[config.mk]
export PLATFORM = sky130hd
export DESIGN_NAME = vga_overlay_pipe
export DESIGN_NICKNAME = d
export VERILOG_FILES = /design/src/rtl/vga_overlay_pipe.sv
export SDC_FILE = /design/constraint.sdc
export NUM_CORES = 1
export LEC_CHECK = 0
export BUFFER_PORTS_ARGS = -buffer_cell sky130_fd_sc_hd__buf_2
export CORE_MARGIN = 2
export CORE_UTILIZATION = 48
export CTS_CLUSTER_SIZE = 40
export DETAILED_ROUTE_END_ITERATION = 8
export PLACE_DENSITY = 0.77
export SKIP_LAST_GASP = 1
export SYNTH_ARGS = -nofsm -noshare
export SYNTH_HDL_FRONTEND = slang
export SYNTH_SLANG_ARGS = --single-unit
[constraint.sdc]
create_clock -name clock -period 6.19 [get_ports clock]
set_input_delay 0 -clock clock [delete_from_list [all_inputs] [get_ports clock]]
set_output_delay 0 -clock clock [all_outputs]
set_load 0.005 [all_outputs]
[src/rtl/vga_overlay_pipe.sv]
// vga_overlay_pipe: HUD digit and sprite compositor sitting between the VGA
// scan counter and the pixel-index RAM / palette. Score and elapsed time are
// converted to decimal by a sequential engine and committed at frame start.
module vga_overlay_pipe #(
  parameter int SCORE_DIGITS = 4,
  parameter int SCORE_BITS   = 14,
  parameter int BLOCKS       = 4,
  parameter int CELL         = 20,
  parameter int GLYPH_W      = 21,
  parameter int GLYPH_H      = 25,
  parameter int GLYPH_BASE   = 307200,
  parameter int SCORE_X0     = 415,
  parameter int SCORE_Y0     = 300,
  parameter int TIME_X0      = 410,
  parameter int TIME_Y0      = 415,
  parameter int TIME_GAP     = 11
) (
  input  logic                  clock,
  input  logic                  resetn,
  input  logic                  frame_start,
  input  logic                  pix_valid,
  input  logic [18:0]           curAddress,
  input  logic [9:0]            curX,
  input  logic [9:0]            curY,
  input  logic [31:0]           score,
  input  logic [15:0]           seconds,
  input  logic [7:0]            blockType,
  input  logic [10*BLOCKS-1:0]  bx,
  input  logic [10*BLOCKS-1:0]  by,
  input  logic [7:0]            indexIn,
  input  logic [23:0]           colorIn,
  output logic [18:0]           addrToRead,
  output logic [7:0]            indexOut,
  output logic [23:0]           colorOut,
  output logic                  out_valid,
  output logic                  busy
);

  // Decimal digits needed to hold 2^SCORE_BITS-1 (floor(n*log10(2))+1).
  localparam int BIN_DIGITS = (SCORE_BITS * 30103) / 100000 + 1;
  localparam int MAX_DIGITS = (BIN_DIGITS > SCORE_DIGITS) ? BIN_DIGITS : SCORE_DIGITS;
  localparam int GLYPH_SIZE = GLYPH_W * GLYPH_H;

  typedef enum logic [2:0] {IDLE, SCORE_BCD, DIV60, TIME_BCD, DONE} state_t;

  state_t state, next_state;
  logic [5:0]                 cnt;
  logic [31:0]                snap_score, last_score;
  logic [15:0]                snap_seconds, last_seconds;
  logic [SCORE_BITS-1:0]      bin_sh;
  logic [4*BIN_DIGITS-1:0]    score_bcd;
  logic [4*MAX_DIGITS-1:0]    score_wide;
  logic                       score_over;
  logic [15:0]                div_q, q_next;
  logic [5:0]                 div_r, r_next;
  logic [6:0]                 r_shift;
  logic [15:0]                min_sh, sec_sh;
  logic [7:0]                 min_bcd, sec_bcd;
  logic                       start;
  logic                       pending;
  logic [3:0]                 new_score [SCORE_DIGITS];
  logic [3:0]                 new_time [4];
  logic [3:0]                 shadow_score [SCORE_DIGITS];
  logic [3:0]                 shadow_time [4];
  logic [3:0]                 shown_score [SCORE_DIGITS];
  logic [3:0]                 shown_time [4];
  logic [18:0]                cur_x19, cur_y19, box_x, box_y, glyph_addr;
  logic [3:0]                 digit;
  logic                       in_box;
  logic                       hit, hit_d, valid_d1;

  // One shift-add-3 step over the wide score BCD register.
  function automatic logic [4*BIN_DIGITS-1:0] dd_score(input logic [4*BIN_DIGITS-1:0] bcd,
                                                       input logic bit_in);
    logic [4*BIN_DIGITS-1:0] adj;
    adj = bcd;
    for (int j = 0; j < BIN_DIGITS; j++)
      if (adj[4*j +: 4] >= 4'd5) adj[4*j +: 4] = adj[4*j +: 4] + 4'd3;
    return {adj[4*BIN_DIGITS-2:0], bit_in};
  endfunction

  // One shift-add-3 step over a two-digit BCD pair.
  function automatic logic [7:0] dd_pair(input logic [7:0] bcd, input logic bit_in);
    logic [7:0] adj;
    adj = bcd;
    if (adj[3:0] >= 4'd5) adj[3:0] = adj[3:0] + 4'd3;
    if (adj[7:4] >= 4'd5) adj[7:4] = adj[7:4] + 4'd3;
    return {adj[6:0], bit_in};
  endfunction

  // A cell hits when the pixel lies inside it; a cell whose far edge wraps 10 bits never hits.
  function automatic logic cell_hit(input logic [9:0] ox, input logic [9:0] oy,
                                    input logic [9:0] x, input logic [9:0] y);
    logic [10:0] ex, ey;
    ex = {1'b0, ox} + 11'(CELL);
    ey = {1'b0, oy} + 11'(CELL);
    return !ex[10] && !ey[10] && (x >= ox) && ({1'b0, x} < ex) && (y >= oy) && ({1'b0, y} < ey);
  endfunction

  assign start = (score != last_score) || (seconds != last_seconds);
  assign busy  = (state != IDLE);

  // Conversion engine state register.
  always_ff @(posedge clock or negedge resetn)
    if (!resetn) state <= IDLE;
    else         state <= next_state;

  // Conversion engine sequencing: each phase runs a fixed number of single-step cycles.
  always_comb begin
    next_state = state;
    case (state)
      IDLE:      if (start) next_state = SCORE_BCD;
      SCORE_BCD: if (cnt == 6'(SCORE_BITS - 1)) next_state = DIV60;
      DIV60:     if (cnt == 6'd15) next_state = TIME_BCD;
      TIME_BCD:  if (cnt == 6'd15) next_state = DONE;
      DONE:      next_state = IDLE;
      default:   next_state = IDLE;
    endcase
  end

  // One restoring-divide step of the seconds snapshot by 60.
  always_comb begin
    r_shift = {div_r, div_q[15]};
    q_next  = {div_q[14:0], (r_shift >= 7'd60)};
    r_next  = (r_shift >= 7'd60) ? 6'(r_shift - 7'd60) : r_shift[5:0];
  end

  // Conversion datapath: snapshot, score double-dabble, divide by 60, time double-dabble.
  always_ff @(posedge clock or negedge resetn) begin
    if (!resetn) begin
      cnt          <= '0;
      snap_score   <= '0;
      snap_seconds <= '0;
      last_score   <= '0;
      last_seconds <= '0;
      bin_sh       <= '0;
      score_bcd    <= '0;
      div_q        <= '0;
      div_r        <= '0;
      min_sh       <= '0;
      sec_sh       <= '0;
      min_bcd      <= '0;
      sec_bcd      <= '0;
    end else begin
      cnt <= (state == IDLE || next_state != state) ? 6'd0 : cnt + 6'd1;
      case (state)
        IDLE: if (start) begin
          snap_score   <= score;
          snap_seconds <= seconds;
          bin_sh       <= score[SCORE_BITS-1:0];
          score_bcd    <= '0;
        end
        SCORE_BCD: begin
          score_bcd <= dd_score(score_bcd, bin_sh[SCORE_BITS-1]);
          bin_sh    <= bin_sh << 1;
          div_q     <= snap_seconds;
          div_r     <= '0;
        end
        DIV60: begin
          div_q   <= q_next;
          div_r   <= r_next;
          min_sh  <= (q_next > 16'd99) ? 16'd99 : q_next;
          sec_sh  <= {10'd0, r_next};
          min_bcd <= '0;
          sec_bcd <= '0;
        end
        TIME_BCD: begin
          min_bcd <= dd_pair(min_bcd, min_sh[15]);
          sec_bcd <= dd_pair(sec_bcd, sec_sh[15]);
          min_sh  <= min_sh << 1;
          sec_sh  <= sec_sh << 1;
        end
        DONE: begin
          last_score   <= snap_score;
          last_seconds <= snap_seconds;
        end
        default: ;
      endcase
    end
  end

  // Finished digit values, with the score saturating to all nines when it needs more digits.
  always_comb begin
    score_wide = (4*MAX_DIGITS)'(score_bcd);
    score_over = 1'b0;
    for (int j = SCORE_DIGITS; j < MAX_DIGITS; j++)
      if (score_wide[4*j +: 4] != 4'd0) score_over = 1'b1;
    for (int k = 0; k < SCORE_DIGITS; k++)
      new_score[k] = score_over ? 4'd9 : score_wide[4*(SCORE_DIGITS-1-k) +: 4];
    new_time[0] = min_bcd[7:4];
    new_time[1] = min_bcd[3:0];
    new_time[2] = sec_bcd[7:4];
    new_time[3] = sec_bcd[3:0];
  end

  // Shadow digits take each finished conversion; displayed digits change only at frame start.
  always_ff @(posedge clock or negedge resetn) begin
    if (!resetn) begin
      pending <= 1'b0;
      for (int k = 0; k < SCORE_DIGITS; k++) begin
        shadow_score[k] <= '0;
        shown_score[k]  <= '0;
      end
      for (int j = 0; j < 4; j++) begin
        shadow_time[j] <= '0;
        shown_time[j]  <= '0;
      end
    end else begin
      if (state == DONE) begin
        for (int k = 0; k < SCORE_DIGITS; k++) shadow_score[k] <= new_score[k];
        for (int j = 0; j < 4; j++) shadow_time[j] <= new_time[j];
      end
      if (frame_start && (pending || state == DONE)) begin
        pending <= 1'b0;
        for (int k = 0; k < SCORE_DIGITS; k++)
          shown_score[k] <= (state == DONE) ? new_score[k] : shadow_score[k];
        for (int j = 0; j < 4; j++)
          shown_time[j] <= (state == DONE) ? new_time[j] : shadow_time[j];
      end else if (state == DONE) begin
        pending <= 1'b1;
      end
    end
  end

  // Locate the glyph box under the pixel and form its glyph-strip address.
  always_comb begin
    cur_x19 = 19'(curX);
    cur_y19 = 19'(curY);
    in_box  = 1'b0;
    box_x   = '0;
    box_y   = '0;
    digit   = '0;
    if (cur_y19 >= 19'(SCORE_Y0) && cur_y19 < 19'(SCORE_Y0 + GLYPH_H))
      for (int k = 0; k < SCORE_DIGITS; k++)
        if (cur_x19 >= 19'(SCORE_X0 + k*GLYPH_W) && cur_x19 < 19'(SCORE_X0 + (k+1)*GLYPH_W)) begin
          in_box = 1'b1;
          box_x  = 19'(SCORE_X0 + k*GLYPH_W);
          box_y  = 19'(SCORE_Y0);
          digit  = shown_score[k];
        end
    if (cur_y19 >= 19'(TIME_Y0) && cur_y19 < 19'(TIME_Y0 + GLYPH_H))
      for (int j = 0; j < 4; j++)
        if (cur_x19 >= 19'(TIME_X0 + j*GLYPH_W + ((j >= 2) ? TIME_GAP : 0)) &&
            cur_x19 <  19'(TIME_X0 + (j+1)*GLYPH_W + ((j >= 2) ? TIME_GAP : 0))) begin
          in_box = 1'b1;
          box_x  = 19'(TIME_X0 + j*GLYPH_W + ((j >= 2) ? TIME_GAP : 0));
          box_y  = 19'(TIME_Y0);
          digit  = shown_time[j];
        end
    glyph_addr = 19'(GLYPH_BASE) + 19'(digit) * 19'(GLYPH_SIZE)
               + (cur_x19 - box_x) + (cur_y19 - box_y) * 19'(GLYPH_W);
  end

  // Any sprite cell covering the current pixel.
  always_comb begin
    hit = 1'b0;
    for (int i = 0; i < BLOCKS; i++)
      if (cell_hit(bx[10*i +: 10], by[10*i +: 10], curX, curY)) hit = 1'b1;
  end

  // Two-stage pixel pipeline: address and hit in stage 1, palette index in stage 2.
  always_ff @(posedge clock or negedge resetn) begin
    if (!resetn) begin
      addrToRead <= '0;
      hit_d      <= 1'b0;
      valid_d1   <= 1'b0;
      indexOut   <= '0;
      colorOut   <= '0;
      out_valid  <= 1'b0;
    end else begin
      addrToRead <= in_box ? glyph_addr : curAddress;
      hit_d      <= hit;
      valid_d1   <= pix_valid;
      indexOut   <= hit_d ? blockType : indexIn;
      out_valid  <= valid_d1;
      colorOut   <= colorIn;
    end
  end

endmodule

[Word level (Yosys, flattened, before mapping)]
Cells that the tools add are included.
Cells by class
  add/sub/neg operators: 24
  reduce and logical (&&, ||, !) cells: 51
  multipliers: 2
  equality and inequality tests: 10
  multiplexer cells: 88
  $lt $le $gt $ge: 47
Operators with widths (number)
  19-bit two-way mux: 18
  4-bit two-way mux: 28
  10-bit by 9-bit >= comparator with 1-bit output (second input constant): 10
  10-bit by 9-bit < comparator with 1-bit output (second input constant): 10
  16-bit case mux with 2 select lines: 3
  10-bit by 5-bit adder with 11-bit output (second input constant): 8
  10-bit by 11-bit < comparator with 1-bit output: 8
  10-bit >= comparator: 8
  20-bit case mux with 2 select lines: 1
  19-bit adder: 2
  10-bit by 19-bit subtractor with 19-bit output: 2
  4-bit by 3-bit >= comparator with 1-bit output (second input constant): 9
  32-bit != test: 1
  8-bit case mux with 2 select lines: 2
  1-bit logical AND: 31
  14-bit case mux with 2 select lines: 1
  9-bit two-way mux: 3
  4-bit by 2-bit adder with 4-bit output (second input constant): 6
  3-bit two-way mux: 7
  20-bit two-way mux: 1
  19-bit by 14-bit adder with 19-bit output (first input constant): 1
  19-bit by 5-bit multiplier with 19-bit output (second input constant): 1
  1-bit two-way mux: 17
  16-bit by 7-bit greater-than comparator with 1-bit output (second input constant): 1
  25 further kinds: 43
Word-level totals
  word-level logic and storage cells: 259
  flip-flop bits (word level): 328
  output and inout port bits: 53

[Longest topological paths before layout]
  depth after elaboration: 17
  gate-level depth with buffers: 33
  mapped depth without buffers: 31

[Worst setup path after synthesis]
Ideal clock, no wire load.
  path type: in2reg
  from: in curY[9]
  to: reg addrToRead[17]
  setup time: 0.121 ns
  buffers on the path: 3
  data arrival time: 6.662 ns
  stages on the path: 28
  slack: -0.593 ns
  cells stage by stage: clkbuf_1 -> nand2b_1 -> nor4b_2 -> o31ai_2 -> and2_1 -> buf_6 -> buf_6 -> ha_1 -> or2_2 -> o21a_1 -> a21oi_1 -> inv_1 -> fa_1 -> fa_1 -> inv_1 -> fa_1 -> inv_1 -> fa_1 -> inv_1 -> ha_1 -> or4_1 -> o21ai_2 -> a211oi_1 -> o41a_1 -> or3_1 -> a31oi_1 -> xor2_1 -> o21ai_1
On the way
  cells in the longest elaborated chain, start to end: 13
  elaborated cells between the ends (all ways): 38
RTL lines
  start, declared: RTL line 24  | input logic [9:0] curY,
  10-bit by 9-bit >= comparator with 1-bit output / 10-bit by 9-bit < comparator with 1-bit output (equally long branches): RTL line 233  | if (cur_y19 >= 19'(SCORE_Y0) && cur_y19 < 19'(SCORE_Y0 + GLYPH_H))
  1-bit logical AND: RTL line 233
  4-bit two-way mux: RTL line 233
  4-bit two-way mux (4 in a row): RTL line 243  | if (cur_x19 >= 19'(TIME_X0 + j*GLYPH_W + ((j >= 2) ? TIME_GAP : 0)) &&
  4-bit two-way mux: RTL line 241  | if (cur_y19 >= 19'(TIME_Y0) && cur_y19 < 19'(TIME_Y0 + GLYPH_H))
  4-bit by 10-bit multiplier with 14-bit output: RTL line 250  | glyph_addr = 19'(GLYPH_BASE) + 19'(digit) * 19'(GLYPH_SIZE)
  19-bit by 14-bit adder with 19-bit output: RTL line 250
  19-bit adder (2 in a row): RTL line 251  | + (cur_x19 - box_x) + (cur_y19 - box_y) * 19'(GLYPH_W);
  19-bit two-way mux (*): RTL line 271  | addrToRead <= in_box ? glyph_addr : curAddress;
  end signal, assigned: RTL line 271
  end, declared: RTL line 32  | output logic [18:0] addrToRead,
Mark *: on every way between the ends. The rest lies on a longest branch, timed or not.
A chain may end at the register's enable or synchronous reset.

[Worst setup path in the final report]
  from: in curY[2]
  to: reg addrToRead[17]
Same word-level chain as after synthesis.

==> flow_metrics.env <==
export IMPL_r2r_slack_ns=0.16
export IMPL_fmax_ghz=0.165
export IMPL_grt_antenna_before_repair=3
export IMPL_stdcell_area_um2=27200
export IMPL_synth_top_area_frac=0.384
export IMPL_grt_overflow_total=0
export IMPL_hp_class="in2reg"
export IMPL_die_area_um2=46300
export IMPL_rsz0062_at_grt="true"
export IMPL_drive_above_1_share=0.242
export IMPL_status="completed"
export IMPL_postSynthCellCount=2222
export IMPL_die_h_um=215
export IMPL_place_gp_congestion=0.953
export IMPL_slew_headroom=0.195
export IMPL_maxCapViolations=0
export IMPL_ir_drop_mv=0.282
export IMPL_yosys_top_cells_area="dfrtp_1 38%, ha_1 14%, nand2_1 6.2%"
export IMPL_cp_max_fo=5
export IMPL_grt_pass1_vias=18992
export IMPL_synth_top_area_cell="dfrtp_1"
export IMPL_synth_seq_cells=328
export IMPL_critPathLaunchType="primary input"
export IMPL_layout_commonest_cell="nand2_1"
export IMPL_cts_tree="built"
export IMPL_worst_pin_slew_ns=1.21
export IMPL_wire_per_inst_um=17.4
export IMPL_holdPathEnd="colorOut[15]"
export IMPL_syn_cell_area_um2=21400
export IMPL_required_ns=6.60
export IMPL_post_drt_via_cell_ratio=5.45
export IMPL_area_growth_pct=27.0
export IMPL_hp_start="colorIn[15]"
export IMPL_synth_edff_count=0
export IMPL_start_util=0.485
export IMPL_syn_num_nets=2729
export IMPL_clock_skew_final_ns=0.0366
export IMPL_dr_first_iter_drc_count=1132
export IMPL_syn_avg_cell_area_um2=9.63
export IMPL_final_period_utilization=0.978
export IMPL_grt_pass1_wl_um=94300
export IMPL_num_fill_cells=3511
export IMPL_post_dp_cell_area_um2=24500
export IMPL_detail_route_antenna_nets=0
export IMPL_dp_hpwl_um=40900
export IMPL_async_reset_ff_frac=1.00
export IMPL_remaining_drc_errors=0
export IMPL_rows=77
export IMPL_io_pins=264
export IMPL_worstHoldPathCells=2
export IMPL_p_leak_nw=13.3
export IMPL_r2r_end="addrToRead[17]"
export IMPL_p_per_area_nw_per_um2=248
export IMPL_yosysSeqAreaShare=0.384
export IMPL_clk_pin_slew_ns=0.06
export IMPL_path_class="in2reg"
export IMPL_dr_pass1_iters=5
export IMPL_setup_tns_ns=0
export IMPL_final_cell_mix="346 x nand2_1, 328 x dfrtp_1, 262 x buf_2"
export IMPL_grt_max_degree=190
export IMPL_arrival_ns=6.46
export IMPL_r2r_start="shown_score[3]"
export IMPL_ys_warn_count=0
export IMPL_nNetsFinal=3227
export IMPL_wl_um=58200
export IMPL_cp_end_kind="register"
export IMPL_worst_hold_slack_ns=0.105
export IMPL_rr_worst_depth=21
export IMPL_fp_coreArea_um2=44100
export IMPL_portBuffers=263
export IMPL_synth_ff_type="dfrtp_1"
export IMPL_root_buffer="clkbuf_16"
export IMPL_via_count=18229
export IMPL_die_w_um=215
export IMPL_cts_buffers=36
export IMPL_period_needed_ns=6.05
export IMPL_seq_area_um2=8210
export IMPL_cts_num_sinks=328
export IMPL_clock_latency_ns=0.54
export IMPL_h_tree_depth=2
export IMPL_ys_types=72
export IMPL_multi_input_area_um2=12600
export IMPL_slew_viol_final=0
export IMPL_finalHoldViolCount=0
export IMPL_setup_viol=0
export IMPL_grt_usage=0.248
export IMPL_cts_buffer_depth=3
==> report_power, final <==
part	switching, mW	internal (mW)	total (mW)
sequential	0.113	2.31	2.42
combinational	1.10	1.10	2.20
clock	0.906	1.21	2.12
==> state kept, by name, indices dropped and copies added (netlist names), 19 cells and up <==
| name | count |
|---|---|
| score_bcd | 20 |
| colorOut | 24 |
| last_score | 32 |
| addrToRead | 19 |
| snap_score | 32 |
==> through the flow <==
step | cells | worst slack (ns) | total power, mW | utilization
6_report | 3342 | 0.139 | 6.74 | 0.616
5_1_grt | 3342 | -0.0712 | 7.14 | 0.616
4_1_cts | 3331 | 0.00127 | 6.67 | 0.608
2_1_floorplan | 2222 | -0.0831 | 3.68 | -
3_5_place_dp | 3154 | -0.521 | 4.48 | 0.556
3_3_place_gp | 3154 | -0.361 | 4.38 | 0.556
==> critical path, cell delays in order <==
cell and delay [ns]:
buf_2 0.10, buf_4 0.12, a21oi_1 0.06, or3b_4 0.43, a211oi_4 0.36, o41ai_4 0.16, and2_4 0.21, ha_4 0.17
or2_4 0.23, o21a_1 0.19, a21oi_2 0.14, inv_2 0.05, fa_2 0.41, fa_1 0.49, inv_1 0.07, fa_1 0.56
inv_1 0.07, fa_1 0.54, inv_1 0.07, ha_4 0.18, or4_4 0.43, o21ai_4 0.08, a211oi_2 0.07, o41a_1 0.42
or3_1 0.34, a31oi_2 0.23, xor2_1 0.20, o21ai_1 0.08
==> kinds of logic after synthesis <==
kind of cell / after synthesis / share of synthesized area
compound gates: 422 / 0.128
buf+inv: 279 / 0.0507
mux: 110 / 0.0568
xor+xnor: 135 / 0.0553
fa+ha+maj: 296 / 0.191
simple gates: 652 / 0.135
flops: 328 / 0.384
==> metal layers <==
metal	GRT usage	vias up	wire length (µm)
met5	0	-	0
met4	0.0906	0	2110
met3	0.0378	133	2850
met2	0.442	511	29300
met1	0.304	8954	24000
li1	-	8631	-
==> synth_stat cells, types with 13 or more instances <==
| cell | number |
|---|---|
| a211oi_1 | 13 |
| a21o_1 | 29 |
| a21oi_1 | 100 |
| a22o_1 | 15 |
| a31oi_1 | 20 |
| clkbuf_1 | 56 |
| dfrtp_1 | 328 |
| fa_1 | 52 |
| ha_1 | 244 |
| inv_1 | 207 |
| mux2_2 | 92 |
| mux2i_1 | 18 |
| nand2_1 | 351 |
| nand2b_1 | 34 |
| nand3_1 | 45 |
| nand4_1 | 20 |
| nor2_1 | 113 |
| nor3_1 | 25 |
| o21a_1 | 16 |
| o21ai_0 | 110 |
| o22ai_1 | 19 |
| xnor2_1 | 111 |
| xor2_1 | 24 |
==> worst max-delay path by stage <==
stage,end,startpoint
floorplan,addrToRead[18],curY[9]
global placement,addrToRead[18],curX[2]
detailed placement,addrToRead[18],curX[2]
CTS,addrToRead[18],shown_score[6]
global route,addrToRead[17],shown_score[2]
finish,addrToRead[17],curY[2]
==> area by class of cell <==
cell class | instances | area share
Clock inverter | 12 | 0.00539
Tap cell | 592 | 0.0273
Multi-Input combinational cell | 1615 | 0.464
Inverter | 208 | 0.0288
Sequential cell | 328 | 0.302
Timing Repair Buffer | 531 | 0.135
Antenna cell | 3 | 0.000276
Clock buffer | 53 | 0.0377
==> what timing repair did <==
item                                   in CTS  in global routing
setup buffers                               0                 10
endpoints found under the hold margin     180                  0
resized for setup                           0                 59
hold buffers                              112                  0
setup endpoints to repair                   0                  4
No activity file was read; power rests on OpenSTA's default activity.
